### src/rtl/data_mem_arbiter.sv
// rtl/data_mem_arbiter.sv - round-robin, burst-bounded two-port arbiter for the data memory port
// Optional feature macro: ARB_IO_PROTECT_EN (blocks port-1 writes to I/O addresses 253..255)
module data_mem_arbiter #(
    parameter int N         = 8,
    parameter int MAX_BURST = 4
) (
    input  logic         clk,
    input  logic         rst_n,
    input  logic         req0,
    input  logic         we0,
    input  logic [N-1:0] addr0,
    input  logic [N-1:0] wdata0,
    output logic         gnt0,
    output logic         rvalid0,
    output logic [N-1:0] rdata0,
    input  logic         req1,
    input  logic         we1,
    input  logic [N-1:0] addr1,
    input  logic [N-1:0] wdata1,
    output logic         gnt1,
    output logic         rvalid1,
    output logic [N-1:0] rdata1,
    output logic [N-1:0] mem_addr,
    output logic [N-1:0] mem_wdata,
    output logic         mem_we,
    input  logic [N-1:0] mem_rdata,
    output logic         err1
);
    localparam int CW = (MAX_BURST > 1) ? $clog2(MAX_BURST) : 1;
    localparam logic [CW-1:0] LAST_BEAT = CW'(MAX_BURST - 1);

    typedef enum logic [1:0] {IDLE, OWN0, OWN1} state_t;

    state_t        state;
    logic [CW-1:0] count;
    logic          last_served;
    logic          xfer0;
    logic          xfer1;
    logic          at_limit;
    logic          wr_block1;

    assign gnt0     = (state == OWN0);
    assign gnt1     = (state == OWN1);
    assign xfer0    = gnt0 & req0;
    assign xfer1    = gnt1 & req1;
    assign at_limit = (count == LAST_BEAT);

`ifdef ARB_IO_PROTECT_EN
    logic err1_q;

    assign wr_block1 = xfer1 & we1 & (addr1 >= N'(253));
    assign err1      = err1_q;

    always_ff @(posedge clk or negedge rst_n) begin
        if (!rst_n) begin
            err1_q <= 1'b0;
        end else begin
            err1_q <= wr_block1;
        end
    end
`else
    assign wr_block1 = 1'b0;
    assign err1      = 1'b0;
`endif

    // Bus is driven only while the owner is actually requesting; otherwise parked at zero.
    always_comb begin
        mem_addr  = '0;
        mem_wdata = '0;
        mem_we    = 1'b0;
        if (xfer0) begin
            mem_addr  = addr0;
            mem_wdata = wdata0;
            mem_we    = we0;
        end else if (xfer1) begin
            mem_addr  = addr1;
            mem_wdata = wdata1;
            mem_we    = we1 & ~wr_block1;
        end
    end

    always_ff @(posedge clk or negedge rst_n) begin
        if (!rst_n) begin
            state       <= IDLE;
            count       <= '0;
            last_served <= 1'b1;
        end else begin
            case (state)
                IDLE: begin
                    if (req0 && (!req1 || last_served)) begin
                        state <= OWN0;
                    end else if (req1) begin
                        state <= OWN1;
                    end
                end
                OWN0: begin
                    // Leave when idle or when the burst limit is hit with the other port waiting.
                    if (!req0 || (at_limit && req1)) begin
                        state       <= req1 ? OWN1 : IDLE;
                        last_served <= 1'b0;
                        count       <= '0;
                    end else if (!at_limit) begin
                        count <= count + 1'b1;
                    end
                end
                OWN1: begin
                    if (!req1 || (at_limit && req0)) begin
                        state       <= req0 ? OWN0 : IDLE;
                        last_served <= 1'b1;
                        count       <= '0;
                    end else if (!at_limit) begin
                        count <= count + 1'b1;
                    end
                end
                default: begin
                    state <= IDLE;
                    count <= '0;
                end
            endcase
        end
    end

    always_ff @(posedge clk or negedge rst_n) begin
        if (!rst_n) begin
            rvalid0 <= 1'b0;
            rvalid1 <= 1'b0;
            rdata0  <= '0;
            rdata1  <= '0;
        end else begin
            rvalid0 <= xfer0 & ~we0;
            rvalid1 <= xfer1 & ~we1;
            if (xfer0 && !we0) begin
                rdata0 <= mem_rdata;
            end
            if (xfer1 && !we1) begin
                rdata1 <= mem_rdata;
            end
        end
    end
endmodule

### config.mk
export PLATFORM = sky130hd
export DESIGN_NAME = data_mem_arbiter
export DESIGN_NICKNAME = d
export VERILOG_FILES = /design/src/rtl/data_mem_arbiter.sv
export SDC_FILE = /design/constraint.sdc
export NUM_CORES = 1
export LEC_CHECK = 0
export BUFFER_PORTS_ARGS = -buffer_cell sky130_fd_sc_hd__buf_2
export CAP_MARGIN = 5
export CORE_AREA = 5 5 66 68
export DETAILED_ROUTE_END_ITERATION = 10
export DIE_AREA = 0 0 71 73
export GPL_ROUTABILITY_DRIVEN = 0
export HOLD_SLACK_MARGIN = 0.06
export PLACE_DENSITY = 0.7
export SYNTH_ARGS = -nofsm -noshare
export SYNTH_HDL_FRONTEND = slang
export SYNTH_SLANG_ARGS = --single-unit
### constraint.sdc
create_clock -name clk -period 1.65 [get_ports clk]
set_clock_uncertainty 0.15 [all_clocks]
set_input_delay 0.0825 -clock clk [delete_from_list [all_inputs] [get_ports clk]]
set_output_delay 0.0825 -clock clk [all_outputs]
set_load 0.005 [all_outputs]
-- Word level (Yosys, flattened, before mapping)
Cells that the tools add are included.
- $add $sub $neg: 1
- equal/unequal tests: 6
- multiplexer cells: 20
- bitwise logic cells: 6
- reductions and logical operators: 16
- operators with widths (kind ; count):
    two-way mux 8 bit ; 4
    two-way mux 2 bit ; 8
    one-hot mux 2 bit (3 select lines) ; 2
    AND reduction 3 bit ; 2
    logical AND 1 bit ; 5
    two-way mux 1 bit ; 5
    AND 1 bit ; 4
    == test 2 bit, second input constant ; 2
    zero test 1 bit ; 4
    inequality test 2 x 1 -> 1 bit, second input constant ; 2
    logical OR 1 bit ; 3
    inequality test 3 bit, second input constant ; 1
    adder 2 x 1 -> 2 bit, second input constant ; 1
    == test 2 x 1 -> 1 bit, second input constant ; 1
    zero test 2 bit ; 1
    NOT 1 bit ; 2
    one-hot mux 1 bit (2 select lines) ; 1
    nonzero test 2 bit ; 1
- flip-flop bits (word level): 23
- bits of input ports: 46
- output and inout bits: 38
- logic and storage cells: 56

-- Longest topological paths before layout
Gate-level depths: netlist of the first run.
- depth in word-level cells: 5
- gate-level depth with buffers: 7

-- Worst setup path after synthesis of the first run
No wires, ideal clock.
- path kind: register to register
- start point: reg state[0]
- end point: reg rdata1[0]
- library setup time: 128 ps
- data arrival time: 1441 ps
- path slack: -69 ps
- stages on the path, launching flop included: 7
- path through: dfrtp_1 > inv_1 > ha_1 > and2_2 > nand2b_2 > inv_2 > mux2_1
- longest elaborated chain between the ends: 3
- RTL lines (element ; RTL line ; text):
    from (decl) ; 34 ; state_t state;
    from (signal assigned) ; 99 ; state <= req1 ? OWN1 : IDLE;
    from (signal assigned) ; 108 ; state <= req0 ? OWN0 : IDLE;
    == test 2 bit ; 43 ; assign gnt1 = (state == OWN1);
    via gnt1 ; 20 ; output logic gnt1,
    AND 1 bit ; 45 ; assign xfer1 = gnt1 & req1;
    logical AND 1 bit ; 135 ; if (xfer1 && !we1) begin
    to (signal assigned) ; 136 ; rdata1 <= mem_rdata;
    to (decl) ; 22 ; output logic [N-1:0] rdata1,
The timed path passes the listed nets, and every way through them passes these cells.
A chain may end at the register's enable or synchronous reset.

-- Worst setup path in the final report of the first run
- start point: reg state[1]
- end point: out mem_addr[2]
- longest elaborated chain between the ends: 4
- RTL lines (element ; RTL line ; text):
    == test 2 bit ; 43 ;
    AND 1 bit ; 45 ;
    two-way mux 8 bit ; 75 ; end else if (xfer1) begin
    two-way mux 8 bit (*) ; 71 ; if (xfer0) begin
    to (decl) ; 23 ; output logic [N-1:0] mem_addr,
Mark *: on every way between the ends. The rest lies on a longest branch, timed or not.

==> flow_summary.yaml, run 1 <==
timing:
  fin_crit_ps: 1880
  finalSetupViolCount: 29
  max_freq_ghz: 0.533
  timing.final.crit_share: 1.14
  slew_violations: 0
  layout_setup_ws_ps: -225
  fin_setup_tns_ps: -3940
  rsz0062_at_grt: "yes"
  hold_viol: 0
  holdWs_ps: 91.4
global_route:
  grt_use_met1: 0.153
  grt_usage: 0.138
  grt_max_degree: 24
  grt_pass1_wl_um: 5860
  grt_pass1_vias: 1286
  grt-ovfl-total: 0
  grtUsageMet3: 0.0386
  busiest_layer: "met2"
  use_met2: 0.262
  antenna_found_initial: 0
clocking:
  clkSlewWorstSetupHoldPaths_ps: 70
  root_buffer: "clkbuf_8"
  cts_tree: "done"
  max-clock-path-buffers: 2
  clk_latency_ps: 260
  cts.sinks: 23
  numCtsBuffers: 3
  htreeDepth: 1
power_and_ir_drop:
  intPower_uw: 2010
  p_leak_uw: 0.00113
  seqPwrFrac: 0.330
  swShare: 0.325
  p_comb_frac: 0.557
  clkPwrFrac: 0.114
  p_sw_uw: 964
  irDropWorstVdd_mv: 0.743
  cellPowerDensity_mw_per_mm2: 1360
final_layout:
  layout-drive-gt1-share: 0.636
  diodes: 0
  final_cell_mix: "82 x buf_2, 20 x dfrtp_1, 17 x a22o_1, 13 x dlygate4sd3_1, 12 x mux2_4"
  final_core_util: 0.575
  final_common_cell: "buf_2"
  syn2layout_area_growth_pct: 74.4
  final_nets: 265
die:
  coreArea_mm2: 0.00380
  die_area_mm2: 0.00518
  die_h_um: 73
  start_util: 0.330
  rows: 23
  ios: 84
  die_w_um: 71
placed_design:
  io_buffers: 82
  hpwl_um: 2790
setup_path:
  end_kind: "output port"
  startpoint: "state[1]"
  worstPathMaxFanout: 8
  cp.arrival_ps: 1640
  path_class: "reg -> out"
  cp.required_ps: 1420
  r2r-start: "state[0]"
  start_kind: "flop"
detailed_routing:
  wl_um: 3890
  firstDrtPassIters: 4
  vias: 1284
  viasPerCell: 4.86
  drt_iter0_drc: 58
  drc: 0
  post_drt_wl_per_cell_um: 14.8
  ant_nets: 0
hold_path:
  hp-start: "req1"
  hp-class: "in -> reg"
yosys:
  synth.area.top_cells: "dfrtp_1 44%, mux2_1 14%, a22o_1 12%"
  yosys_warnings: 0
  synth_seq_cells: 23
  synthCells: 101
  yosysSeqAreaShare: 0.460
  syn_nets: 151
  synth_area_leader_cell: "dfrtp_1"
  syn_avg_cell_area_um2: 12.4
  synth.distinct_cells: 28
  synth_top_area_frac: 0.439
  synth_area_mm2: 0.00125
status:
  status: "complete, but fails checks"
  violations: "negative setup slack"
run:
  max_cap_violations: 0
-- critical path: stages (launching register included) --
cell and delay [ps]:
dfrtp_2 440, inv_2 90, ha_4 150, and2_4 190, nor2_4 50, clkbuf_16 150
a22o_1 190, buf_2 120
-- power by group through the flow --
stage | combinational [uW] | clock, uW | sequential, uW
CTS | 1370 | 351 | 950
global placement | 1210 | 0 | 947
global route | 1790 | 379 | 1020
floorplan | 641 | 0 | 963
detailed placement | 1230 | 0 | 951
finish | 1650 | 338 | 979
-- flip-flops by register name, summed over array words and instances (netlist names) --
register	cells
count	2
last_served	1
rdata0	8
rdata1	8
rvalid0	1
rvalid1	1
state	2
-- final cells by class --
type                       count  area, um^2
clock buffer                   4        45.0
fill                         317        1610
inverter                       5        23.8
multi-input combinational     69         733
sequential                    23         579
tap                           50        62.6
timing repair buffer         113         742
-- stage by stage --
step                      setup slack, ps  total power, uW  area [um^2]  cells
after floorplan                     -16.7             1600         1260    101
final                                -225             2970         2190    264
after global routing                 -294             3190         2190    264
after detailed placement            -61.1             2180         1780    236
after CTS                            -190             2670         2030    257
after global placement              -39.4             2150         1780    236
-- synth_stat cells --
library cell	n
mux2i_1	1
a32o_1	1
nor3b_1	1
inv_2	1
buf_4	2
o32ai_2	2
and2_4	1
dfrtp_1	22
conb_1	1
and2_2	1
inv_1	4
ha_1	4
a21boi_0	2
nand2_1	4
a221oi_1	1
buf_2	1
a221oi_2	1
nand2b_1	4
mux2_1	16
dfstp_2	1
buf_6	1
o21ai_0	2
a22o_1	17
nand3_1	2
a21oi_1	4
nor2_4	2
nand2b_2	1
a22o_4	1
-- layer usage --
layer | up-vias | part of all wire
met5 | - | 0
li1 | 605 | -
met1 | 594 | 0.37
met4 | 0 | 0.011
met2 | 81 | 0.50
met3 | 4 | 0.12
-- final timing paths --
kind	to	slack, ps	cells after the start
setup / recovery	mem_addr[2]	-230	7
hold / removal	state[1]	90	3
setup reg to reg	state[0]	-80	7
hold reg to reg	rdata1[3]	340	1
max in group asynchronous	state[1]	830	2
min in group asynchronous	rdata1[3]	160	2
-- cell families (layout without fill, tap and decap cells) --
family	after synthesis	after routing	share of synthesized area
adders and majority gates	4	4	0.0399
other	1	1	0.00299
and+or+nand+nor	16	16	0.0838
buffers and inverters	9	122	0.0399
AOI/OAI and AO/OA	31	31	0.222
muxes	17	17	0.152
DFF	23	23	0.460
-- repair_timing --
action,CTS,global route
setup endpoints to repair,36,34
gates resized for setup,12,19
hold endpoints to repair,43,0
hold buffers,13,0
cloned,0,1
pin swaps,2,9
setup buffers,4,6
Power figures use the tool's default switching activity.
==> run 2, diff against run 1 <==
Settings changed: CELL_PAD_IN_SITES_DETAIL_PLACEMENT set to 1, CELL_PAD_IN_SITES_GLOBAL_PLACEMENT set to 2, CORE_AREA 5 5 66 68 to 5 5 84 86, DIE_AREA 0 0 71 73 to 0 0 89 91, MAX_ROUTING_LAYER set to met4, PLACE_DENSITY 0.7 to not set, PLACE_DENSITY_LB_ADDON set to 0.1.
==> flow_summary.yaml, run 2 (synthesized netlist as in run 1, its figures left out) <==
global_route:
  antenna_found_initial: 0
  use_met2: 0.208
  grt_pass1_vias: 1381
  grt_pass1_wl_um: 6640
  grt_use_met1: 0.106
  grtUsageMet3: 0.0172
  grt_max_degree: 24
  busiest_layer: "met2"
  grt-ovfl-total: 0
  grt_usage: 0.106
placed_design:
  hpwl_um: 3360
  io_buffers: 82
  dp.cells: 264
  pre_cts_ws_ps: -116
die:
  start_util: 0.202
  die_w_um: 89
  rows: 29
  ios: 84
  die_h_um: 91
  coreArea_mm2: 0.00620
  die_area_mm2: 0.00810
timing:
  hold_viol: 0
  layout_setup_ws_ps: -203
  timing.final.crit_share: 1.12
  max_freq_ghz: 0.540
  fin_setup_tns_ps: -3660
  fin_crit_ps: 1850
  slew_violations: 0
  worst_slew_pin_slew_ps: 529
  finalSetupViolCount: 29
  rsz0062_at_grt: "yes"
  max-slew-margin-rel: 0.647
hold_path:
  hp-start: "req0"
  hold_depth: 3
  hold_path_end: "state[0]"
  hp-class: "in -> reg"
setup_path:
  path_class: "reg -> out"
  cp.required_ps: 1420
  r2r_end: "count[0]"
  r2r-start: "state[1]"
  worstPathMaxFanout: 16
  ff2ff_setup_slack_ps: -70
  end_kind: "output port"
  r2r_cells: 6
  start_kind: "flop"
  cp.arrival_ps: 1620
final_layout:
  final_common_cell: "buf_2"
  filler_cell_count: 704
  final_cell_mix: "82 x buf_2, 22 x dfrtp_1, 17 x a22o_1, 14 x mux2_1, 13 x dlygate4sd3_1"
  reg_top3: "rdata0 (8), rdata1 (8)"
  diodes: 0
  ff_latch_area_um2: 577
  fin_cells: 291
  final_nets: 265
  layout-drive-gt1-share: 0.584
  multiInputGateArea_um2: 701
  syn2layout_area_growth_pct: 73.6
power_and_ir_drop:
  cellPowerDensity_mw_per_mm2: 1330
  irDropWorstVdd_mv: 0.532
  p_leak_uw: 0.00111
detailed_routing:
  viasPerCell: 4.38
  vias: 1275
  ant_nets: 0
  drt_iter0_drc: 23
  wl_um: 4350
  drc: 0
  post_drt_wl_per_cell_um: 14.9
  firstDrtPassIters: 2
clocking:
  cts_tree: "done"
  htreeDepth: 1
  numCtsBuffers: 3
  clkSlewWorstSetupHoldPaths_ps: 80
  clk_latency_ps: 260
  cts.sinks: 23
  max-clock-path-buffers: 2
  root_buffer: "clkbuf_8"
status:
  violations: "negative setup slack"
  status: "complete, but fails checks"
run:
  max_cap_violations: 0
run 2: cell type report:
| cell class | instances | area share |
|---|---|---|
| repair buffers | 113 | 0.336 |
| multi-input cells | 69 | 0.322 |
| flip-flops and latches | 23 | 0.265 |
| well taps | 77 | 0.0443 |
| clock buffers | 3 | 0.0190 |
| inverters | 5 | 0.0109 |
| clock inverters | 1 | 0.00230 |
run 2: worst max-delay path, cell delays in order (launching register included):
cell,delay (ps)
dfrtp_1,420
buf_6,130
ha_4,150
buf_6,120
nand2_4,60
nor2_4,30
buf_12,140
a22o_1,180
buf_2,130
run 2: routing by layer:
metal  part of all wire  vias up
li1                   -      604
met2               0.57       49
met1               0.35      620
met3              0.081        2
met5                  0        -
met4             0.0039        0
run 2: worst max path at each step:
stage / startpoint / to / slack (ps) / cells after the start
after CTS: state[1] / mem_addr[2] / -230 / 7
after global routing: state[1] / mem_wdata[3] / -270 / 8
after global placement: state[0] / rdata1[0] / -40 / 6
after floorplan: state[0] / rdata1[0] / -20 / 6
after detailed placement: state[0] / mem_addr[2] / -120 / 7
final: state[1] / mem_addr[2] / -200 / 8
run 2: power by group:
part	internal [uW]	switching, uW
logic	929	661
registers	812	143
clock network	168	176
run 2: metrics by stage:
step	util	power, uW	instance area (um^2)	hold slack (ps)
after floorplan	-	1600	1260	-363
after global placement	0.293	2200	1820	-67.3
after detailed placement	0.293	2240	1820	-54.1
after CTS	0.341	2850	2120	69.0
after global routing	0.351	3110	2180	90.9
final	0.351	2890	2180	83.7
run 2: what timing repair did:
item / CTS / global route
setup buffers: 5 / 7
resized for setup: 14 / 7
hold buffers: 13 / 0
endpoints found under the hold margin: 42 / 0
endpoints found under the setup margin: 36 / 37
pin swaps: 4 / 4
==> run 3, diff against run 2 <==
Settings changed: CTS_BUF_LIST set to sky130_fd_sc_hd__clkbuf_16.
==> flow_summary.yaml, run 3 (synthesized netlist as in run 1, its figures left out) <==
detailed_routing:
  post_drt_wl_per_cell_um: 15.1
  viasPerCell: 4.40
  vias: 1276
  ant_nets: 0
  drt_iter0_drc: 12
  firstDrtPassIters: 3
  drc: 0
  wl_um: 4390
setup_path:
  cp.arrival_ps: 1610
  crit_path_top_delay_cell: "dfrtp_1"
  worstPathMaxFanout: 16
  cp.required_ps: 1420
  crit_chain: "buf_6, ha_4, buf_6, nand2_4, nor2_4, buf_12, a22o_1, buf_2"
  path_class: "reg -> out"
  timing.critical_path.mode_cell: "buf_6"
  start_kind: "flop"
  max_stage_delay_ps: 410
  end_kind: "output port"
power_and_ir_drop:
  cellPowerDensity_mw_per_mm2: 1420
  p_leak_uw: 0.00115
  irDropWorstVdd_mv: 0.700
die:
  start_util: 0.202
  die_area_mm2: 0.00810
  rows: 29
  die_w_um: 89
  ios: 84
  die_h_um: 91
  coreArea_mm2: 0.00620
global_route:
  grt_pass1_wl_um: 6630
  grt_usage: 0.106
  grt_max_degree: 24
  grt_pass1_vias: 1378
  grt-ovfl-total: 0
  antenna_found_initial: 0
timing:
  timing.final.crit_share: 1.12
  holdWs_ps: 96.9
  fin_setup_tns_ps: -3320
  finalSetupViolCount: 29
  rsz0062_at_grt: "yes"
  max_freq_ghz: 0.543
  slew_violations: 0
  worst_slew_pin_slew_ps: 535
  hold_viol: 0
  fin_crit_ps: 1840
  max-slew-margin-rel: 0.643
  layout_setup_ws_ps: -191
final_layout:
  final_nets: 264
  final_common_cell: "buf_2"
  syn2layout_area_growth_pct: 79.7
  reg_top3: "rdata0 (8), rdata1 (8)"
  diodes: 0
  final_core_util: 0.363
  fin_cells: 290
  final_cell_mix: "82 x buf_2, 22 x dfrtp_1, 17 x a22o_1, 13 x dlygate4sd3_1, 12 x mux2_4"
  filler_cell_count: 687
  layout-drive-gt1-share: 0.638
placed_design:
  io_buffers: 82
  hpwl_um: 3360
  dp.cells: 264
clocking:
  htreeDepth: 1
  clkSlewWorstSetupHoldPaths_ps: 60
  clk_latency_ps: 250
  cts_tree: "done"
  numCtsBuffers: 3
  cts.sinks: 23
  max-clock-path-buffers: 2
  root_buffer: "clkbuf_16"
status:
  status: "complete, but fails checks"
  violations: "negative setup slack"
run:
  max_cap_violations: 0
hold_path:
  hp-class: "in -> reg"
-- run 3: stage by stage --
step / worst slack (ps) / area (um^2) / total power (uW)
2_1_floorplan: -16.7 / 1260 / 1600
3_3_place_gp: -37.9 / 1820 / 2200
3_5_place_dp: -116 / 1820 / 2240
4_1_cts: -210 / 2150 / 3020
5_1_grt: -242 / 2250 / 3430
6_report: -191 / 2250 / 3200
-- run 3: worst max-delay path, delay by kind of cell, from the launching register on --
kind            cells  cell delay, ps
flops               1             410
fa+ha+maj           1             150
compound gates      1             180
simple gates        2              90
buf+inv             4             520
-- run 3: metal layers --
layer	share of wire	GRT usage	wire length, um
met5	0	-	0
met4	0.010	0.0298	45
met3	0.083	0.0172	365
met2	0.55	0.203	2440
met1	0.35	0.108	1540
-- run 3: cell type report --
cell class,instances,area [um^2],area share
Tap cell,77,96.3,0.0428
Clock inverter,1,5.00,0.00222
Timing Repair Buffer,112,724,0.321
Inverter,5,26.3,0.0117
Multi-Input combinational cell,69,749,0.333
Clock buffer,3,75.1,0.0333
Sequential cell,23,577,0.256
-- run 3: path summary, 6_finish.rpt --
check / start / end / slack (ps) / cells past startpoint
max: state[1] / mem_addr[2] / -190 / 8
min: req0 / state[0] / 100 / 3
max reg2reg: state[1] / count[0] / -80 / 6
min reg2reg: rdata1[5] / rdata1[5] / 340 / 1
max in group asynchronous: rst_n / last_served / 800 / 2
min in group asynchronous: rst_n / rdata1[7] / 190 / 2
-- run 3: repair_timing --
item | 4_1_cts | 5_1_grt
hold buffers | 13 | 0
buffers inserted | 5 | 6
endpoints found under the setup margin | 36 | 36
endpoints found under the hold margin | 42 | 0
resized for setup | 14 | 21
pin swaps | 3 | 7
-- run 3: report_power, final --
part	switching, uW	internal (uW)
combinational	669	1030
sequential	159	815
clock	197	326
